==> config.mk <==
export PLATFORM = sky130hd
export DESIGN_NAME = decoder_scan_seq_flat
export DESIGN_NICKNAME = d
export VERILOG_FILES = /design/src/rtl/decoder_pkg.sv /design/src/rtl/decoder_scan_seq_if.sv /design/src/rtl/decoder_scan_next.sv /design/src/rtl/decoder_scan_seq.sv /design/src/flat_wrapper.sv
export SDC_FILE = /design/constraint.sdc
export NUM_CORES = 1
export LEC_CHECK = 0
export ABC_AREA = 1
export BUFFER_PORTS_ARGS = -buffer_cell sky130_fd_sc_hd__buf_2
export CAP_MARGIN = 20
export CORE_ASPECT_RATIO = 0.5
export CORE_UTILIZATION = 50
export CTS_BUF_LIST = sky130_fd_sc_hd__clkbuf_2
export DETAILED_ROUTE_END_ITERATION = 8
export PLACE_DENSITY_LB_ADDON = 0.15
export SYNTH_ARGS = -nofsm -noshare
export SYNTH_HDL_FRONTEND = slang
export SYNTH_SLANG_ARGS = --single-unit
==> constraint.sdc <==
create_clock -name clk -period 4.6 [get_ports clk]
set_clock_uncertainty 0.15 [all_clocks]
set_input_delay 0.46 -clock clk [delete_from_list [all_inputs] [get_ports clk]]
set_output_delay 0.46 -clock clk [all_outputs]
set_load 0.01 [all_outputs]
==> src/rtl/decoder_pkg.sv <==
// Shared decoder-side definitions: select width, channel count and scan state encoding.
package decoder_pkg;
    localparam int SEL_W  = 3;
    localparam int NUM_CH = 8;

    typedef enum logic {
        IDLE = 1'b0,
        SCAN = 1'b1
    } scan_state_t;
endpackage

==> src/rtl/decoder_scan_seq_if.sv <==
// Control/status bundle of the decoder select sequencer; the skip mask exists only with SCAN_SKIP_EN.
// Handshake: start is a level sampled only while idle; stop aborts at the next edge; step/done are one-cycle pulses.
interface decoder_scan_seq_if
    import decoder_pkg::*;
#(
    parameter int DWELL_W = 8
);
    logic               start;
    logic               stop;
    logic               mode;
    logic [DWELL_W-1:0] dwell;
    logic [SEL_W-1:0]   last;
`ifdef SCAN_SKIP_EN
    logic [NUM_CH-1:0]  skip;
`endif
    logic [SEL_W-1:0]   sel;
    logic               active;
    logic               step;
    logic               done;
    scan_state_t        state;

    modport master (
`ifdef SCAN_SKIP_EN
        output skip,
`endif
        output start, stop, mode, dwell, last,
        input  sel, active, step, done, state
    );

    modport slave (
`ifdef SCAN_SKIP_EN
        input  skip,
`endif
        input  start, stop, mode, dwell, last,
        output sel, active, step, done, state
    );
endinterface

==> src/rtl/decoder_scan_next.sv <==
// Channel search: first, next (wrapping) and last enabled channel among 0..last not masked by skip.
module decoder_scan_next
    import decoder_pkg::*;
(
    input  logic [SEL_W-1:0]  cur,
    input  logic [SEL_W-1:0]  last,
    input  logic [NUM_CH-1:0] skip,
    output logic [SEL_W-1:0]  first,
    output logic [SEL_W-1:0]  next,
    output logic              is_last,
    output logic              none_valid
);
    logic [NUM_CH-1:0] valid;
    logic [SEL_W-1:0]  last_ch;
    logic              found;

    always_comb begin
        valid   = '0;
        first   = '0;
        next    = '0;
        last_ch = '0;
        found   = 1'b0;
        for (int i = 0; i < NUM_CH; i++) begin
            valid[i] = (i <= int'(last)) && !skip[i];
        end
        // Descending scans leave the lowest hit; ascending leaves the highest.
        for (int i = NUM_CH - 1; i >= 0; i--) begin
            if (valid[i]) first = SEL_W'(i);
        end
        for (int i = 0; i < NUM_CH; i++) begin
            if (valid[i]) last_ch = SEL_W'(i);
        end
        for (int i = NUM_CH - 1; i >= 0; i--) begin
            if (valid[i] && (i > int'(cur))) begin
                next  = SEL_W'(i);
                found = 1'b1;
            end
        end
        if (!found) next = first;
    end

    assign is_last    = (cur == last_ch);
    assign none_valid = ~|valid;
endmodule

==> src/rtl/decoder_scan_seq.sv <==
// Select sequencer feeding the 3-to-8 decoder: steps sel through channels with a programmable dwell.
// Optional channel skip mask enabled by SCAN_SKIP_EN.
module decoder_scan_seq
    import decoder_pkg::*;
#(
    parameter int DWELL_W = 8
) (
    input logic                clk,
    input logic                rst,
    decoder_scan_seq_if.slave  bus
);
    scan_state_t        state;
    logic [SEL_W-1:0]   sel;
    logic [SEL_W-1:0]   last_q;
    logic [SEL_W-1:0]   last_in;
    logic [SEL_W-1:0]   first_ch;
    logic [SEL_W-1:0]   next_ch;
    logic [DWELL_W-1:0] cnt;
    logic [DWELL_W-1:0] dwell_q;
    logic               mode_q;
    logic               active;
    logic               step;
    logic               done;
    logic               is_last;
    logic               none_valid;
    logic [NUM_CH-1:0]  skip_in;

    // While idle the search looks at the live inputs so the first channel is ready at start.
`ifdef SCAN_SKIP_EN
    logic [NUM_CH-1:0]  skip_q;
    assign skip_in = (state == IDLE) ? bus.skip : skip_q;
`else
    assign skip_in = '0;
`endif
    assign last_in = (state == IDLE) ? bus.last : last_q;

    decoder_scan_next u_next (
        .cur        (sel),
        .last       (last_in),
        .skip       (skip_in),
        .first      (first_ch),
        .next       (next_ch),
        .is_last    (is_last),
        .none_valid (none_valid)
    );

    always_ff @(posedge clk or posedge rst) begin
        if (rst) begin
            state   <= IDLE;
            sel     <= '0;
            active  <= 1'b0;
            step    <= 1'b0;
            done    <= 1'b0;
            cnt     <= '0;
            dwell_q <= '0;
            last_q  <= '0;
            mode_q  <= 1'b0;
`ifdef SCAN_SKIP_EN
            skip_q  <= '0;
`endif
        end else begin
            step <= 1'b0;
            done <= 1'b0;
            case (state)
                IDLE: begin
                    if (bus.start && !bus.stop && !none_valid) begin
                        mode_q  <= bus.mode;
                        dwell_q <= bus.dwell;
                        last_q  <= bus.last;
`ifdef SCAN_SKIP_EN
                        skip_q  <= bus.skip;
`endif
                        sel     <= first_ch;
                        cnt     <= bus.dwell;
                        active  <= 1'b1;
                        step    <= 1'b1;
                        state   <= SCAN;
                    end
                end
                SCAN: begin
                    if (bus.stop) begin
                        active <= 1'b0;
                        state  <= IDLE;
                    end else if (cnt != '0) begin
                        cnt <= cnt - 1'b1;
                    end else if (!is_last) begin
                        sel  <= next_ch;
                        cnt  <= dwell_q;
                        step <= 1'b1;
                    end else if (!mode_q) begin
                        sel  <= first_ch;
                        cnt  <= dwell_q;
                        step <= 1'b1;
                    end else begin
                        active <= 1'b0;
                        done   <= 1'b1;
                        state  <= IDLE;
                    end
                end
                default: state <= IDLE;
            endcase
        end
    end

    assign bus.sel    = sel;
    assign bus.active = active;
    assign bus.step   = step;
    assign bus.done   = done;
    assign bus.state  = state;
endmodule

==> src/flat_wrapper.sv <==
// flat-port wrapper written by rule: the top's interface ports become plain ports
module decoder_scan_seq_flat import decoder_pkg::*;
#(
    parameter int DWELL_W = 8
)
  (clk, rst, bus_start, bus_stop, bus_mode, bus_dwell, bus_last, bus_sel, bus_active, bus_step, bus_done, bus_state);
  decoder_scan_seq_if #(.DWELL_W(DWELL_W)) bus_i ();
  input logic clk;
  input logic rst;
  input wire logic [$bits(bus_i.start)-1:0] bus_start;
  input wire logic [$bits(bus_i.stop)-1:0] bus_stop;
  input wire logic [$bits(bus_i.mode)-1:0] bus_mode;
  input wire logic [$bits(bus_i.dwell)-1:0] bus_dwell;
  input wire logic [$bits(bus_i.last)-1:0] bus_last;
  output wire logic [$bits(bus_i.sel)-1:0] bus_sel;
  output wire logic [$bits(bus_i.active)-1:0] bus_active;
  output wire logic [$bits(bus_i.step)-1:0] bus_step;
  output wire logic [$bits(bus_i.done)-1:0] bus_done;
  output wire logic [$bits(bus_i.state)-1:0] bus_state;
  assign bus_i.start = bus_start;
  assign bus_i.stop = bus_stop;
  assign bus_i.mode = bus_mode;
  assign bus_i.dwell = bus_dwell;
  assign bus_i.last = bus_last;
  assign bus_sel = bus_i.sel;
  assign bus_active = bus_i.active;
  assign bus_step = bus_i.step;
  assign bus_done = bus_i.done;
  assign bus_state = bus_i.state;
  decoder_scan_seq #(.DWELL_W(DWELL_W)) u_core (.clk(clk), .rst(rst), .bus(bus_i));
endmodule
### Word level (Yosys, flattened, before mapping)

Cells that the tools add are included.

* register bits after elaboration: 27
* input bits: 16
* output and inout bits: 7
* word-level logic and storage cells: 103

* $add $sub $neg: 1
* $lt $le $gt $ge: 14
* equality and inequality tests: 9
* mux-type cells: 55
* bitwise operators: 1
* reduce and logical (&&, ||, !) cells: 14

Operators with widths (count)
* $mux 3: 20
* $mux 8: 5
* $mux 1: 25
* $pmux 8 s2: 1
* $gt 3x3->1 const A: 4
* $le 3x3->1 const A: 4
* $ne 3x3->1 const B: 4
* $logic_and 1x1->1: 8
* $reduce_and 4->1: 2
* $reduce_bool 8->1: 1
* $sub 8x1->8 const B: 1
* $gt 2x3->1 const A: 2
* $le 2x3->1 const A: 2
* $ne 2x2->1 const B: 3
* $pmux 1 s2: 3
* $pmux 3 s2: 1
* $ne 4x4->1 const B: 1
* $eq 3x3->1: 1
* $gt 1x3->1 const A: 1
* $le 1x3->1 const A: 1
* $reduce_and 3->1: 1
* $reduce_and 2->1: 1
* $logic_not 1->1: 1
* $not 1->1: 1

### Longest topological paths before layout

* word-level depth: 15
* gate-level depth with buffers: 14
* depth with buffers taken out: 13

### Hierarchy

From an unflattened synthesis, not the netlist that was laid out.

* cell total of the unflattened synthesis: 309
* area total of the unflattened synthesis: 2018.2 sq um

By module, submodules not included
* decoder_scan_seq: instances 1, cells each 213, area each 1580.3 sq um, sequential area each 675.6 sq um
* decoder_scan_next: instances 1, cells each 96, area each 437.9 sq um, sequential area each 0.0 sq um

### Least setup slack after synthesis

OpenSTA, ideal clock, no wires.

* kind: register -> register
* start: register u_core.cnt[0]
* end: register u_core.cnt[0]
* library setup time: 0.119 ns
* arrival: 1.602 ns
* data required time: 4.331 ns
* setup slack: 2.729 ns
* stages on the path, launching flop included: 15
* buffers on the path: 1
* clock period less this slack: 1.871 ns
* cells stage by stage: dfrtp_1 > inv_1 > ha_1 > nand2_2 > nor2_4 > inv_2 > nor2_4 > inv_4 > nor2_8 > nand4_4 > nand2_4 > inv_4 > buf_12 > nand2_2 > o21ai_2

* word-level cells in the longest chain between the ends: 4
* elaborated cells on any way between the ends: 7
* classes of those cells: add/sub (1); eq/ne (1); mux (3); reduce/logical (2)

RTL lines
* from (decl): RTL line decoder_scan_seq.sv:18 `logic [DWELL_W-1:0] cnt;`
* from (signal assigned): RTL line decoder_scan_seq.sv:74 `cnt <= bus.dwell;`
* from (signal assigned): RTL line decoder_scan_seq.sv:85 `cnt <= cnt - 1'b1;`
* from (signal assigned): RTL line decoder_scan_seq.sv:88 `cnt <= dwell_q;`
* $sub 8x1->8 / $reduce_bool 8->1 (equally long branches): RTL line decoder_scan_seq.sv:85, decoder_scan_seq.sv:84
* $mux 8: RTL line decoder_scan_seq.sv:84 `end else if (cnt != '0) begin`
* $mux 8: RTL line decoder_scan_seq.sv:81 `if (bus.stop) begin`
* $pmux 8 s2: RTL line decoder_scan_seq.sv:64 `case (state)`

Several ways; a longest one is shown, not always the timed one. The select of a mux whose other input is x is not followed.
A chain may end at the register's enable or synchronous reset.

### Worst setup path in the final report

* start: register u_core.state (netlist: u_core.bus.state)
* end: register u_core.dwell_q[5]

* word-level cells in the longest chain between the ends: 2

RTL lines
* from (decl): RTL line decoder_scan_seq.sv:12 `scan_state_t state;`
* from (signal assigned): RTL line decoder_scan_seq.sv:49 `state <= IDLE;`
* from (signal assigned): RTL line decoder_scan_seq.sv:77 `state <= SCAN;`
* from (signal assigned): RTL line decoder_scan_seq.sv:83 `state <= IDLE;`
* $not 1->1 (no line)
* $reduce_and 2->1 (no line)
* to (signal assigned): RTL line decoder_scan_seq.sv:68 `dwell_q <= bus.dwell;`
* to (decl): RTL line decoder_scan_seq.sv:19 `logic [DWELL_W-1:0] dwell_q;`

Every way passes these cells.

==> impl_metrics.tcl <==
set metrics [dict create \
    worst_pin_slew_ns 0.717 \
    final_area_um2 1900 \
    viasPerCell 5.22 \
    syn-instance-count 228 \
    grt_antenna_before_repair 0 \
    clockBufferDepth 2 \
    cpLargestDelayFamily "flip-flops" \
    layout-drive-gt1-share_pct 23.6 \
    cts_resized 0 \
    cts_sinks 27 \
    post-dp-hpwl_mm 2.69 \
    min_path_type "input pin to flop" \
    cp_data_arrival_time_ns 2.54 \
    critPathSlowestCell "dfrtp_1" \
    cp_slowest_stage_delay_ns 0.67 \
    ys.warnings.count 0 \
    yosys.area_share.simple_pct 31.6 \
    placed_area_um2 1840 \
    crit_required_ns 4.74 \
    synth_edf_count 0 \
    synth_mux_area_share_pct 2.61 \
    crit_chain "inv_2 > nand3_1 > mux2_2" \
    port_buffers 22 \
    cts_buffers 3 \
    gr-total-overflow 0 \
    max-slew-margin-rel_pct 52.1 \
    r2r-end "u_core.dwell_q[5]$_DFFE_PP0P_" \
    tritoncts "done" \
    grt_use_total_pct 21.2 \
    place_congestion 0.858 \
    synth_nets 245 \
    drtIter0Drc 114 \
    firstDrtPassIters 4 \
    grt_pass1_vias 1362 \
    grt_setup_unrepaired "false" \
    wl_per_cell_um 12.5 \
    period_needed_ns 2.40 \
    synth_top_flop_cell "dfrtp_1" \
    p_leak_uw 0.000999 \
    num_antenna_cells 0 \
    synthAdderAreaFrac_pct 0.725 \
    rows 14 \
    cp_num_cells 3 \
    r2r_slack_ns 2.20 \
    avgSynthCellArea_um2 7.57 \
    synth_area_leaders "dfrtp_1 (39%), nand2_1 (14%), o21ai_0 (6.4%)" \
    core-area_um2 3140 \
    yosys.area.top_type "dfrtp_1" \
    grt_first_pass_wirelength_mm 6.10 \
    io-pin-count 23 \
    async_reset_ff_share_pct 100 \
    drc_errors 0 \
    seq_area_frac_synth_pct 39.2 \
    synth.distinct_cells 33 \
    worstSetupPathType "flop to flop" \
    reg2reg_from "u_core.bus.state$_DFF_PP0_" \
    clock-root-buffer "clkbuf_2" \
    fillCellCount 302 \
    endpoint "u_core.dwell_q[5]$_DFFE_PP0P_" \
    synth_commonest_cells "nand2_1 (65), dfrtp_1 (27), inv_1 (25)" \
    tns_ns 0 \
    fmax_ghz 0.416 \
    syn_to_final_growth_pct 10.2 \
    clock_latency_ns 0.36 \
    startpoint "u_core.bus.state$_DFF_PP0_" \
    synth-compound-area-share_pct 14.6 \
    crit_buf_inv 1 \
    routed_wl_mm 3.63 \
    ant_nets 0 \
    startpoint_type "flop" \
    synth_top_family_by_area "simple AND/OR/NAND/NOR gates" \
    grt_start_max_net_pins 28 \
    die_area_um2 3700 \
    synth_top_area_share_pct 39.2 \
    outcome "complete, no violations" \
    netlist_area_um2 1730 \
    via_count 1515 \
    period_share_pct 52.2 \
    setup_viol 0 \
    die_h_um 43.5 \
    final_nets 268 \
    synthXorXnorAreaFrac_pct 1.52 \
    hold_viol 0 \
    h-tree-depth 1 \
    cp-end-kind "flop" \
    synth-seq-cells 27 \
    final_max_slew_viol_count 0 \
    worstPathMaxFanout 21 \
    initial_core_util_pct 55.0 \
    clk_pin_slew_ns 0.25 \
    powerDensity_nw_per_um2 342 \
    die_x_um 85.1 \
    rr_worst_depth 3 \
    peakVddDrop_mv 0.165 \
    synth.most_common_cell "nand2_1" \
    timing.max_cap.violations 0 \
]
-- sequential cells by signal (all words and copies together), names as in the netlist --
register / cells
u_core.dwell_q: 8
u_core.last_q: 3
u_core.cnt: 8
u_core.bus.active: 1
u_core.bus.sel: 3
u_core.bus.step: 1
u_core.bus.state: 1
u_core.bus.done: 1
u_core.mode_q: 1
-- routing by layer --
layer  wire (um)  share of wire (%)  vias up  track usage (%)
met5           0                  0        -                0
met4           8               0.22        0             3.73
met3         220                6.1        2             5.71
met2        1550                 43       36             32.7
met1        1850                 51      701             30.7
li1            -                  -      776                -
-- final cells by class --
type | instances | area, um2 | area share, %
clock buffers | 4 | 20.0 | 1.05
well taps | 40 | 50.0 | 2.63
flip-flops and latches | 27 | 676 | 35.5
repair buffers | 24 | 148 | 7.77
inverters | 32 | 125 | 6.58
multi-input cells | 163 | 882 | 46.4
-- worst reg2reg max path, cell delays in order, from the launching register on --
cell and delay [ns]:
dfrtp_1 0.67, inv_2 0.41, nand3_1 0.61, mux2_2 0.49
-- worst min path at each step --
stage / end / cells past startpoint / start / slack (ns)
2_1_floorplan: u_core.dwell_q[3]$_DFFE_PP0P_ / 2 / u_core.dwell_q[3]$_DFFE_PP0P_ / 0.30
3_3_place_gp: u_core.dwell_q[3]$_DFFE_PP0P_ / 2 / u_core.dwell_q[3]$_DFFE_PP0P_ / 0.31
3_5_place_dp: u_core.dwell_q[4]$_DFFE_PP0P_ / 2 / u_core.dwell_q[4]$_DFFE_PP0P_ / 0.33
4_1_cts: u_core.bus.done$_DFF_PP0_ / 2 / bus_stop / 0.05
5_1_grt: u_core.bus.done$_DFF_PP0_ / 2 / bus_stop / 0.01
6_report: u_core.bus.done$_DFF_PP0_ / 2 / bus_stop / 0.07
-- where the power goes --
group | leakage [uW] | internal [uW] | total (uW) | switching, uW
combinational | 0.000646 | 90.5 | 241 | 150
sequential | 0.000337 | 277 | 314 | 36.7
clock | 0.0000166 | 22.9 | 95.0 | 72.1
total | 0.000999 | 390 | 649 | 259
-- stage by stage --
step	hold slack, ns	utilization, %	worst slack, ns	power (uW)	std cells
3_3_place_gp	0.312	58.8	2.30	547	284
6_report	0.0724	60.6	2.20	649	290
5_1_grt	0.0120	60.6	2.00	703	290
2_1_floorplan	0.298	-	2.73	497	228
4_1_cts	0.0522	59.4	2.19	651	288
3_5_place_dp	0.331	58.8	2.23	553	284
-- placed cells by master, fill, tap and decap left out --
master,instances
mux2_2,4
nor2_8,1
a22oi_1,1
o21ai_0,22
xnor2_1,1
o21ai_2,7
nand2_1,65
inv_2,5
a21oi_1,4
nor2_1,16
nand3b_1,1
clkbuf_2,4
nand2_2,6
dfrtp_1,27
inv_4,2
inv_1,25
o22ai_1,2
buf_16,1
ha_1,1
o21bai_1,1
nor2_4,3
o211ai_1,1
nand3_2,1
nand3_1,13
nand4_1,3
xor2_1,2
o2111ai_1,1
o21ai_1,2
a21boi_1,1
nor3_1,1
nand2_4,2
nand4_4,1
dlygate4sd3_1,1
buf_2,22
-- what timing repair did --
action | CTS | global route
hold endpoints to repair | 0 | 9
hold buffers | 0 | 1
buffers inserted | 0 | 0
-- logic make-up (layout without fill, tap and decap cells) --
| kind of cell | count (synthesis) | count (layout) |
|---|---|---|
| AO/OA/AOI/OAI | 42 | 42 |
| XOR/XNOR | 3 | 3 |
| adder cells (fa/ha/maj) | 1 | 1 |
| buffers and inverters | 38 | 60 |
| flip-flops | 27 | 27 |
| multiplexers | 4 | 4 |
| AND/OR/NAND/NOR | 113 | 113 |
Note: power is estimated with default switching activity, not from simulation.
